===== src/rtl/cmd_seq_proc_pkg.sv =====
// Shared types, timer widths and timing constants for the line-follower command sequencer.
package cmd_seq_pkg;

  typedef enum logic [2:0] {IDLE, MOVE, VEER, TURN_A, TURN_B, COLLISION} state_t;
  typedef enum logic [1:0] {OP_END, OP_VR, OP_VL, OP_TURN} op_t;

  localparam int TMR_W = 26;
  typedef logic [TMR_W-1:0] tmr_t;

  // FAST_SIM: 0 silicon, 1 short sim timing, >=2 the same ratios shrunk for unit benches
  function automatic tmr_t t1_cycles(input int fast_sim);
    if (fast_sim == 0) return tmr_t'(22) << 21;
    else if (fast_sim == 1) return tmr_t'(10) << 16;
    return tmr_t'(10) << 4;
  endfunction

  function automatic tmr_t t2_cycles(input int fast_sim);
    if (fast_sim == 0) return tmr_t'(31) << 21;
    else if (fast_sim == 1) return tmr_t'(16) << 16;
    return tmr_t'(16) << 4;
  endfunction

  function automatic tmr_t dbnc_cycles(input int fast_sim);
    if (fast_sim == 0) return tmr_t'(1) << 22;
    else if (fast_sim == 1) return tmr_t'(1) << 17;
    return tmr_t'(1) << 5;
  endfunction

  function automatic logic [15:0] signed_mag(input logic [15:0] mag, input logic right);
    return right ? mag : 16'(~mag + 16'd1);
  endfunction

endpackage


===== src/rtl/cmd_seq_proc_if.sv =====
// Packet handshake between UART_wrapper (master) and the command sequencer (slave).
interface cmd_seq_proc_if #(parameter int CMD_W = 16);
  logic [CMD_W-1:0] cmd;
  logic             cmd_rdy;
  logic             clr_cmd_rdy;
  logic             fifo_full;

  modport master (output cmd, cmd_rdy, input clr_cmd_rdy, fifo_full);
  modport slave  (input cmd, cmd_rdy, output clr_cmd_rdy, fifo_full);
endinterface


===== src/rtl/cmd_seq_proc_fifo.sv =====
// Synchronous packet FIFO; a pop always returns the pre-cycle head, a push never bypasses.
module cmd_fifo #(
  parameter int W     = 16,
  parameter int DEPTH = 4
) (
  input  logic         clk,
  input  logic         rst_n,
  input  logic         push,
  input  logic         pop,
  input  logic [W-1:0] din,
  output logic [W-1:0] head,
  output logic         full,
  output logic         empty
);
  localparam int AW = $clog2(DEPTH);

  logic [W-1:0]  mem [DEPTH];
  logic [AW-1:0] wr_ptr, rd_ptr;
  logic [AW:0]   count;
  logic          do_push, do_pop;

  assign full    = (count == (AW+1)'(DEPTH));
  assign empty   = (count == '0);
  assign do_push = push && (!full || pop);
  assign do_pop  = pop && !empty;
  assign head    = mem[rd_ptr];

  always_ff @(posedge clk) begin
    if (do_push) mem[wr_ptr] <= din;
  end

  always_ff @(posedge clk or negedge rst_n) begin
    if (!rst_n) begin
      wr_ptr <= '0;
      rd_ptr <= '0;
      count  <= '0;
    end else begin
      if (do_push) wr_ptr <= wr_ptr + 1'b1;
      if (do_pop)  rd_ptr <= rd_ptr + 1'b1;
      case ({do_push, do_pop})
        2'b10:   count <= count + 1'b1;
        2'b01:   count <= count - 1'b1;
        default: count <= count;
      endcase
    end
  end
endmodule


===== src/rtl/cmd_seq_proc.sv =====
// Command sequencer: queues packets, walks 2-bit opcodes on line loss, handles bumper hits.
//  IDLE | no packet active    MOVE   | following line       VEER      | open-loop veer
//  TURN_A | first turn leg    TURN_B | second leg, then wait for line   COLLISION | bumper hit, buzzing
module cmd_seq_proc
  import cmd_seq_pkg::*;
#(
  parameter int          FAST_SIM   = 1,
  parameter int          CMD_W      = 16,
  parameter int          FIFO_DEPTH = 4,
  parameter logic [15:0] VEER_MAG   = 16'h340,
  parameter logic [15:0] TURN1_MAG  = 16'h1E0,
  parameter logic [15:0] TURN2_MAG  = 16'h380
) (
  input  logic               clk,
  input  logic               rst_n,
  cmd_seq_proc_if.slave      cmd_bus,
  input  logic               line_present,
  input  logic               BMPL_n,
  input  logic               BMPR_n,
  output logic               go,
  output logic [15:0]        err_opn_lp,
  output logic               buzz,
  output logic               busy
);
  localparam tmr_t T1   = t1_cycles(FAST_SIM);
  localparam tmr_t T2   = t2_cycles(FAST_SIM);
  localparam tmr_t DBNC = dbnc_cycles(FAST_SIM);

  state_t           state, nxt_state;
  logic [CMD_W-1:0] cmd_reg, head;
  logic             last_veer_rght;
  tmr_t             tmr;
  logic             push, empty, full;
  logic             load, consume, clr_tmr, buzz_nxt;
  logic             bump, t1_done, t2_done, dbnc_done;
  op_t              op;

  assign op        = op_t'(cmd_reg[1:0]);
  assign bump      = !BMPL_n || !BMPR_n;
  assign t1_done   = (tmr >= T1);
  assign t2_done   = (tmr >= T2);
  assign dbnc_done = (tmr >= DBNC);
  assign busy      = (state != IDLE);

  // Gated by rst_n so no accept pulse escapes while reset is held
  assign push                = rst_n && cmd_bus.cmd_rdy && !full;
  assign cmd_bus.clr_cmd_rdy = push;
  assign cmd_bus.fifo_full   = full;

  cmd_fifo #(.W(CMD_W), .DEPTH(FIFO_DEPTH)) u_fifo (
    .clk   (clk),
    .rst_n (rst_n),
    .push  (push),
    .pop   (load),
    .din   (cmd_bus.cmd),
    .head  (head),
    .full  (full),
    .empty (empty)
  );

  always_ff @(posedge clk or negedge rst_n) begin
    if (!rst_n) state <= IDLE;
    else        state <= nxt_state;
  end

  // Saturating timer keeps every threshold compare true until the next clear
  always_ff @(posedge clk or negedge rst_n) begin
    if (!rst_n) begin
      cmd_reg        <= '0;
      last_veer_rght <= 1'b0;
      tmr            <= '0;
      buzz           <= 1'b0;
    end else begin
      if (load) begin
        cmd_reg <= head;
      end else if (consume) begin
        last_veer_rght <= cmd_reg[0];
        cmd_reg        <= {2'b00, cmd_reg[CMD_W-1:2]};
      end
      if (clr_tmr)      tmr <= '0;
      else if (~&tmr)   tmr <= tmr + 1'b1;
      buzz <= buzz_nxt;
    end
  end

  always_comb begin
    nxt_state = state;
    load      = 1'b0;
    consume   = 1'b0;
    clr_tmr   = 1'b0;
    buzz_nxt  = 1'b0;
    case (state)
      IDLE: if (!empty && line_present) begin
        load      = 1'b1;
        clr_tmr   = 1'b1;
        nxt_state = MOVE;
      end
      MOVE: begin
        if (line_present) begin
          if (bump) begin
            clr_tmr   = 1'b1;
            buzz_nxt  = 1'b1;
            nxt_state = COLLISION;
          end
        end else begin
          case (op)
            OP_TURN: begin
              clr_tmr   = 1'b1;
              nxt_state = TURN_A;
            end
            OP_VR, OP_VL: nxt_state = VEER;
            default: if (!empty) load = 1'b1;
                     else        nxt_state = IDLE;
          endcase
        end
      end
      VEER: if (line_present) begin
        consume   = 1'b1;
        nxt_state = MOVE;
      end
      TURN_A: if (t1_done) begin
        clr_tmr   = 1'b1;
        nxt_state = TURN_B;
      end
      TURN_B: if (t2_done && line_present) begin
        consume   = 1'b1;
        nxt_state = MOVE;
      end
      COLLISION: begin
        buzz_nxt = buzz;
        if (BMPL_n && BMPR_n) begin
          buzz_nxt  = 1'b0;
          nxt_state = MOVE;
        end else if (dbnc_done) begin
          buzz_nxt = !buzz;
          clr_tmr  = 1'b1;
        end
      end
      default: nxt_state = IDLE;
    endcase
  end

  always_comb begin
    go         = 1'b0;
    err_opn_lp = 16'h0000;
    case (state)
      IDLE: go = !empty && line_present;
      MOVE: begin
        if (line_present) go = !bump;
        else              go = (op == OP_VR) || (op == OP_VL) || ((op == OP_END) && !empty);
      end
      VEER: begin
        go         = 1'b1;
        err_opn_lp = signed_mag(VEER_MAG, cmd_reg[0]);
      end
      TURN_A: begin
        go = !t1_done;
        if (!t1_done) err_opn_lp = signed_mag(TURN1_MAG, last_veer_rght);
      end
      TURN_B: begin
        go = 1'b1;
        if (!t2_done) err_opn_lp = signed_mag(TURN2_MAG, last_veer_rght);
      end
      default: begin
        go         = 1'b0;
        err_opn_lp = 16'h0000;
      end
    endcase
  end
endmodule


===== src/flat_wrapper.sv =====
// flat-port wrapper written by rule: the top's interface ports become plain ports
module cmd_seq_proc_flat import cmd_seq_pkg::*;
#(
  parameter int          FAST_SIM   = 1,
  parameter int          CMD_W      = 16,
  parameter int          FIFO_DEPTH = 4,
  parameter logic [15:0] VEER_MAG   = 16'h340,
  parameter logic [15:0] TURN1_MAG  = 16'h1E0,
  parameter logic [15:0] TURN2_MAG  = 16'h380
)
  (clk, rst_n, line_present, BMPL_n, BMPR_n, go, err_opn_lp, buzz, busy, cmd_bus_cmd, cmd_bus_cmd_rdy, cmd_bus_clr_cmd_rdy, cmd_bus_fifo_full);
  cmd_seq_proc_if #(.CMD_W(CMD_W)) cmd_bus_i ();
  input  logic clk;
  input  logic rst_n;
  input  logic line_present;
  input  logic BMPL_n;
  input  logic BMPR_n;
  output logic go;
  output logic [15:0] err_opn_lp;
  output logic buzz;
  output logic busy;
  input wire logic [$bits(cmd_bus_i.cmd)-1:0] cmd_bus_cmd;
  input wire logic [$bits(cmd_bus_i.cmd_rdy)-1:0] cmd_bus_cmd_rdy;
  output wire logic [$bits(cmd_bus_i.clr_cmd_rdy)-1:0] cmd_bus_clr_cmd_rdy;
  output wire logic [$bits(cmd_bus_i.fifo_full)-1:0] cmd_bus_fifo_full;
  assign cmd_bus_i.cmd = cmd_bus_cmd;
  assign cmd_bus_i.cmd_rdy = cmd_bus_cmd_rdy;
  assign cmd_bus_clr_cmd_rdy = cmd_bus_i.clr_cmd_rdy;
  assign cmd_bus_fifo_full = cmd_bus_i.fifo_full;
  cmd_seq_proc #(.FAST_SIM(FAST_SIM), .CMD_W(CMD_W), .FIFO_DEPTH(FIFO_DEPTH), .VEER_MAG(VEER_MAG), .TURN1_MAG(TURN1_MAG), .TURN2_MAG(TURN2_MAG)) u_core (.clk(clk), .rst_n(rst_n), .cmd_bus(cmd_bus_i), .line_present(line_present), .BMPL_n(BMPL_n), .BMPR_n(BMPR_n), .go(go), .err_opn_lp(err_opn_lp), .buzz(buzz), .busy(busy));
endmodule

===== config.mk =====
export PLATFORM = sky130hd
export DESIGN_NAME = cmd_seq_proc_flat
export DESIGN_NICKNAME = d
export VERILOG_FILES = /design/src/rtl/cmd_seq_proc_pkg.sv /design/src/rtl/cmd_seq_proc_if.sv /design/src/rtl/cmd_seq_proc_fifo.sv /design/src/rtl/cmd_seq_proc.sv /design/src/flat_wrapper.sv
export SDC_FILE = /design/constraint.sdc
export NUM_CORES = 1
export LEC_CHECK = 0
export BUFFER_PORTS_ARGS = -buffer_cell sky130_fd_sc_hd__buf_2
export CAP_MARGIN = 40
export CORE_ASPECT_RATIO = 1.5
export CORE_MARGIN = 2
export CORE_UTILIZATION = 31
export CTS_BUF_LIST = sky130_fd_sc_hd__clkbuf_8
export CTS_CLUSTER_DIAMETER = 40
export DETAILED_ROUTE_END_ITERATION = 8
export GPL_ROUTABILITY_DRIVEN = 1
export SKIP_CTS_REPAIR_TIMING = 1
export SKIP_LAST_GASP = 1
export SLEW_MARGIN = 0
export SYNTH_ARGS = -nofsm -noshare
export SYNTH_HDL_FRONTEND = slang
export SYNTH_SLANG_ARGS = --single-unit

===== constraint.sdc =====
create_clock -name clk -period 2.4 [get_ports clk]
set_input_delay 0.12 -clock clk [delete_from_list [all_inputs] [get_ports clk]]
set_output_delay 0.12 -clock clk [all_outputs]
set_load 0.01 [all_outputs]

; After elaboration in Yosys (flattened, before gate mapping)
; Memory sizes are Yosys's and may differ from the RTL's.
; Cells that the tools add are included.
[totals]
regBits = 54
memories = 1
inputBits = 22
word_cells = 113
output_inout_bits = 21
mem_bits_rw = 64
[classes]
order_cmp = 3
bitwise_logic = 1
reduce_logical = 31
eq_ne = 20
muxes = 44
add_sub_neg = 5
[memory_table]
columns = name, depth, word_bits, read_ports, rd_ports_with_merged_regs, wr, line
row1 = u_core.u_fifo.mem, 4, 16, 1, 0, 1, cmd_seq_proc_fifo.sv:17  ; logic [W-1:0] mem [DEPTH];
[ops]
columns = op, count
row1 = 2-to-1 mux 16 bit, 7
row2 = 2-to-1 mux 26 bit, 2
row3 = case mux 16 bit (3 select lines), 1
row4 = adder 26 x 1 -> 26 bit (second input constant), 1
row5 = greater-or-equal comparator 26 x 18 -> 1 bit (second input constant), 1
row6 = greater-or-equal comparator 26 x 20 -> 1 bit (second input constant), 1
row7 = greater-or-equal comparator 26 x 21 -> 1 bit (second input constant), 1
row8 = AND reduction 26 bit, 1
row9 = 2-to-1 mux 3 bit, 8
row10 = 2-to-1 mux 1 bit, 18
row11 = case mux 3 bit (6 select lines), 1
row12 = case mux 3 bit (2 select lines), 2
row13 = != test 2 x 1 -> 1 bit (second input constant), 5
row14 = equality test 3 bit (second input constant), 3
row15 = logical AND 1 bit, 8
row16 = case mux 1 bit (4 select lines), 2
row17 = zero test 1 bit, 7
row18 = AND reduction 7 bit, 1
row19 = equality test 2 bit (second input constant), 3
row20 = equality test 3 x 2 -> 1 bit (second input constant), 2
row21 = zero test 3 bit, 2
row22 = case mux 1 bit (2 select lines), 3
row23 = != test 5 x 2 -> 1 bit (second input constant), 1
row24 = adder 2 x 1 -> 2 bit (second input constant), 2
row25 = 15 further kinds, 21

; Longest topological paths before layout
[logic_depth]
ltp_word = 9
mapped_depth = 12
ltp_nobuf = 12

; Hierarchy
; Synthesis repeated with hierarchy kept, for this count alone.
[unflattened]
hier_cells = 432
hier_area_um2 = 5619.1
[modules_own_cells]
columns = mod, cells_per_inst, area_each_um2, n_inst, seq_area_each_um2
row1 = cmd_seq_proc, 310, 2877.8, 1, 1176.1
row2 = cmd_fifo, 122, 2741.4, 1, 2097.0

; Worst setup path before layout
; OpenSTA, ideal clock, no wires.
[synth_path]
path_type = register to output
startpoint = reg u_core.tmr[25]
endpoint = out err_opn_lp[6]
setup_slack_ps = 124
path_stages_with_launch = 6
t_required_ps = 2280
n_path_buf = 1
t_arrival_ps = 2156
cell_sequence = dfrtp_1 -> nor4_1 -> nand2_1 -> or4b_2 -> clkbuf_1 -> o21ai_0
[synth_via]
elab_chain_cells = 3
elab_cells_between_ends = 5
classes_between = order compare (2) / mux (3)
[synth_lines]
columns = element, line
row1 = start: declaration, cmd_seq_proc.sv:32  ; tmr_t tmr;
row2 = start signal: assignment, cmd_seq_proc.sv:81  ; else if (~&tmr) tmr <= tmr + 1'b1;
row3 = greater-or-equal comparator 26 x 21 -> 1 bit or greater-or-equal comparator 26 x 20 -> 1 bit (tied branches), "cmd_seq_proc.sv:41, cmd_seq_proc.sv:40"
row4 = "2-to-1 mux 16 bit, on equally long branches", "cmd_seq_proc.sv:162, cmd_seq_proc.sv:158"
row5 = case mux 16 bit (3 select lines) *, cmd_seq_proc.sv:146  ; case (state)
row6 = end: declaration, flat_wrapper.sv:19  ; output logic [15:0] err_opn_lp;
; Every way passes the cells marked *; elsewhere a longest branch is shown, timed or not.

; Worst setup path in the final report
[layout_path]
startpoint = reg u_core.tmr[24]
endpoint = out err_opn_lp[9]
; The elaborated chain is that of the path after synthesis.

==> run summary <==
==========================================================================================
Largest voltage drop on the vdd net                                               550.2 uV
Area contributors post-synth                                                  sky130_fd_sc_hd__edfxtp_1, sky130_fd_sc_hd__dfrtp_1, sky130_fd_sc_hd__mux4_2
Mux share of post-synthesis cell area                                              0.07099
Compound-gate portion of the synthesized area                                      0.09920
Total of fill cells in the finished design                                            1631
Combinational Power Share                                                            0.348
Input/output buffers                                                                    37
Async SR Flop Fraction                                                              0.4576
Initial cell density of the core                                                    0.3170
Xor-xnor portion of the synthesized cell area                                      0.03345
Overflow after GRT                                                                       0
CP startpoint kind                                                               flip-flop
Slew at the pin with the worst max-slew slack                                    0.7003 ns
Boundary Pins                                                                           43
Maximum capacitance violations                                                           0
Leading cell types in the layout, fill and taps excluded                      sky130_fd_sc_hd__edfxtp_1, sky130_fd_sc_hd__dfrtp_1, sky130_fd_sc_hd__buf_2
Final hold vios                                                                          0
Portion of the post-synthesis area used by sequential elements                      0.5952
Average instance area after synthesis                                            12.76 um2
Floorplan Core Area                                                            0.01735 mm2
Worst path required time                                                           2.28 ns
Die extent in x                                                                   112.7 um
Part of the power in registers                                                       0.403
Worst r2r src                                                                 u_core.tmr[5]
Final antenna diode count                                                                0
Maximum buffer depth of the clock tree                                                   2
Gate Count Post-Synth                                                                  431
Root cell of the clock tree                                                   sky130_fd_sc_hd__clkbuf_8
Status                                                                        complete, but fails checks
Reg2reg end                                                                   u_core.tmr[23]
Post-synthesis sequential element count                                                118
Row cnt                                                                                 59
Fmax                                                                             403.1 MHz
WL final                                                                          11370 um
Data arrival at the endpoint of the critical path                                  2.36 ns
Final cycle utilization of the critical path                                         1.034
Max FFs per register                                                                    64
Final Worst Setup Slack                                                        -0.08102 ns
H-tree depth                                                                             4
Switching power                                                                 0.002348 W
Clock slew seen by the registers of the worst setup and hold paths                 0.07 ns
Largest net degree at the start of global routing                                       55
Hold WC Path Type                                                                   in2reg
Setup violation total in the final timing report                                         3
Multi-input combinational cell area                                           0.002057 mm2
Die Footprint                                                                  0.01884 mm2
Share of the synthesized area in the top cell type                                  0.3495
First DRT Iteration DRCs                                                               165
Vias in the first global route                                                        3787
First-pass iteration count of the detailed router                                        5
Startpoint of the worst setup timing path                                     u_core.tmr[24]
Routed Antenna Nets                                                                      0
Via count of the routed design                                                        3667
Tmin final                                                                        2.481 ns
Destination of the critical timing path                                       err_opn_lp[9]
Leakage Power                                                                     2.656 nW
FF-to-FF path depth                                                                      5
WS Path Type                                                                       reg2out
Cell type with the highest aggregate area in the netlist                      sky130_fd_sc_hd__edfxtp_1
Total clock sinks                                                                      118
Final-report max-slew violation count                                                    0
Cell area after synthesis                                                     0.005499 mm2
Warning count from the yosys run                                                         0
Fraction of layout cells with a size suffix above 1                                 0.2510
Setup Skew                                                                      0.01585 ns
Final estimated routing congestion in global placement                              0.8219
Synthesized-area fraction occupied by and/or/nand/nor cells                         0.1379
Post-DR vias/cell                                                                    4.989
Clock tree from TritonCTS                                                             done
Total placed cells including tap cells                                                 685
Main combinational cell family by area after synthesis                        simple AND/OR/NAND/NOR gates
Clock power share                                                                    0.249
HPWL after DPL                                                                     7907 um
RSZ-0062 raised after global routing                                                   yes
Die Y-Extent                                                                      167.1 um
Pwr dens                                                                       1032 mW/mm2
Number of enable flip-flop cells after synthesis                                        64
Setup slack of the most critical reg-to-reg path                                   0.14 ns
Utilization after layout                                                            0.3813
Area Overhead vs Synth                                                              20.30%
Failing checks                                                                setup timing
Wire length of the first global-routing pass                                      18760 um
Leading cell type in the layout, fill and taps excluded                       sky130_fd_sc_hd__edfxtp_1
Final std cells w/o fill                                                               735
Count of cell types in the netlist                                                      59
CP Capture Type                                                               primary output
Max-slew headroom                                                                   0.5332
Pre-CTS setup slack                                                             0.07907 ns
Share of total power consumed by net switching                                      0.3440
Most used flip-flop cell after synthesis                                      sky130_fd_sc_hd__edfxtp_1
Routed wire per std cell                                                          15.46 um
Share of synthesized cell area in full adder, half adder and majority cells        0.02412
Largest driver fanout on the critical path                                               5
Insertion delay of the later-clocked pin in the worst-skew pair                    0.43 ns
Aggregate global-route resource usage                                               0.1265
Number of remaining DRC errors                                                           0
Number of antenna violations at the first check in global routing                        0
Internal cell power                                                             0.004477 W
Net count reported at finish                                                           541
Flip-flop and latch area                                                      0.003274 mm2
Number of buffers created by CTS                                                        17
==========================================================================================
synth_stat cells (all sizes together), types with 2 or more instances:
master,count
nand2,30
and3,18
or4,4
nor3,6
or2,2
a31oi,3
edfxtp,64
o2bb2ai,2
mux2i,3
clkbuf,17
a211oi,7
and4,2
a221o,14
a21oi,18
and2,7
a211o,3
xnor2,14
dfrtp,54
nand2b,3
nand3,10
o21ai,17
nand4,7
buf,11
ha,9
o31ai,2
xor2,7
nor4,7
nor2,28
nor2b,2
or3,8
mux4,16
inv,18
logic make-up after synthesis:
| kind of cell | count (synthesis) |
|---|---|
| mux | 19 |
| other cells | 1 |
| simple gates | 139 |
| fa+ha+maj | 10 |
| buf+inv | 46 |
| xor+xnor | 21 |
| flops | 118 |
| compound gates | 77 |
area by class of cell:
class	count	area share
inverter	18	0.01021
clock inverter	14	0.01948
timing repair buffer	83	0.08663
tap	213	0.04029
clock buffer	18	0.03745
multi-input combinational	271	0.3110
sequential	118	0.4950
how the worst min path moves through the flow:
stage                     cells after the start             from                       end  slack [ns]
after global routing                          3     line_present           u_core.state[0]        0.09
after floorplan                               0            rst_n               u_core.buzz       -0.18
after global placement                        1  cmd_bus_cmd[10]  u_core.u_fifo.mem[0][10]        0.33
after CTS                                     1   cmd_bus_cmd[6]   u_core.u_fifo.mem[3][6]       -0.12
final                                         3           BMPR_n               u_core.buzz        0.09
after detailed placement                      1  cmd_bus_cmd[13]  u_core.u_fifo.mem[3][13]        0.34
stage by stage:
step	hold slack (ns)	power, W	TNS, ns	cell area, um2
detailed placement	0.3371	0.005172	0	6038
finish	0.08610	0.006826	-0.09122	6615
CTS	-0.1241	0.006886	-1.470	6415
global route	0.08864	0.007267	-0.5667	6615
floorplan	-0.1756	0.004369	0	5514
global placement	0.3301	0.005081	0	6038
critical path: stages, from the launching register on:
cell                       delay, ns
sky130_fd_sc_hd__dfrtp_1        0.41
sky130_fd_sc_hd__nor4_1         0.26
sky130_fd_sc_hd__buf_4          0.19
sky130_fd_sc_hd__nand2_4        0.05
sky130_fd_sc_hd__or4b_4         0.57
sky130_fd_sc_hd__o211ai_1       0.26
sky130_fd_sc_hd__buf_2          0.19
metal layers:
metal / wire length (um) / vias to the layer above / GRT usage
met5: 0 / - / 0
met4: 200 / 0 / 0.04613
met3: 329 / 19 / 0.03221
met2: 6282 / 64 / 0.2268
met1: 4553 / 1818 / 0.1442
li1: - / 1766 / -
power groups by stage:
stage / clock network, W / logic, W / registers, W
detailed placement: 0 / 0.00239 / 0.00278
floorplan: 0 / 0.00165 / 0.00272
global placement: 0 / 0.00231 / 0.00277
CTS: 0.00175 / 0.00239 / 0.00275
global route: 0.00184 / 0.00263 / 0.00279
finish: 0.00170 / 0.00237 / 0.00275
Note: power is estimated with default switching activity, not from simulation.
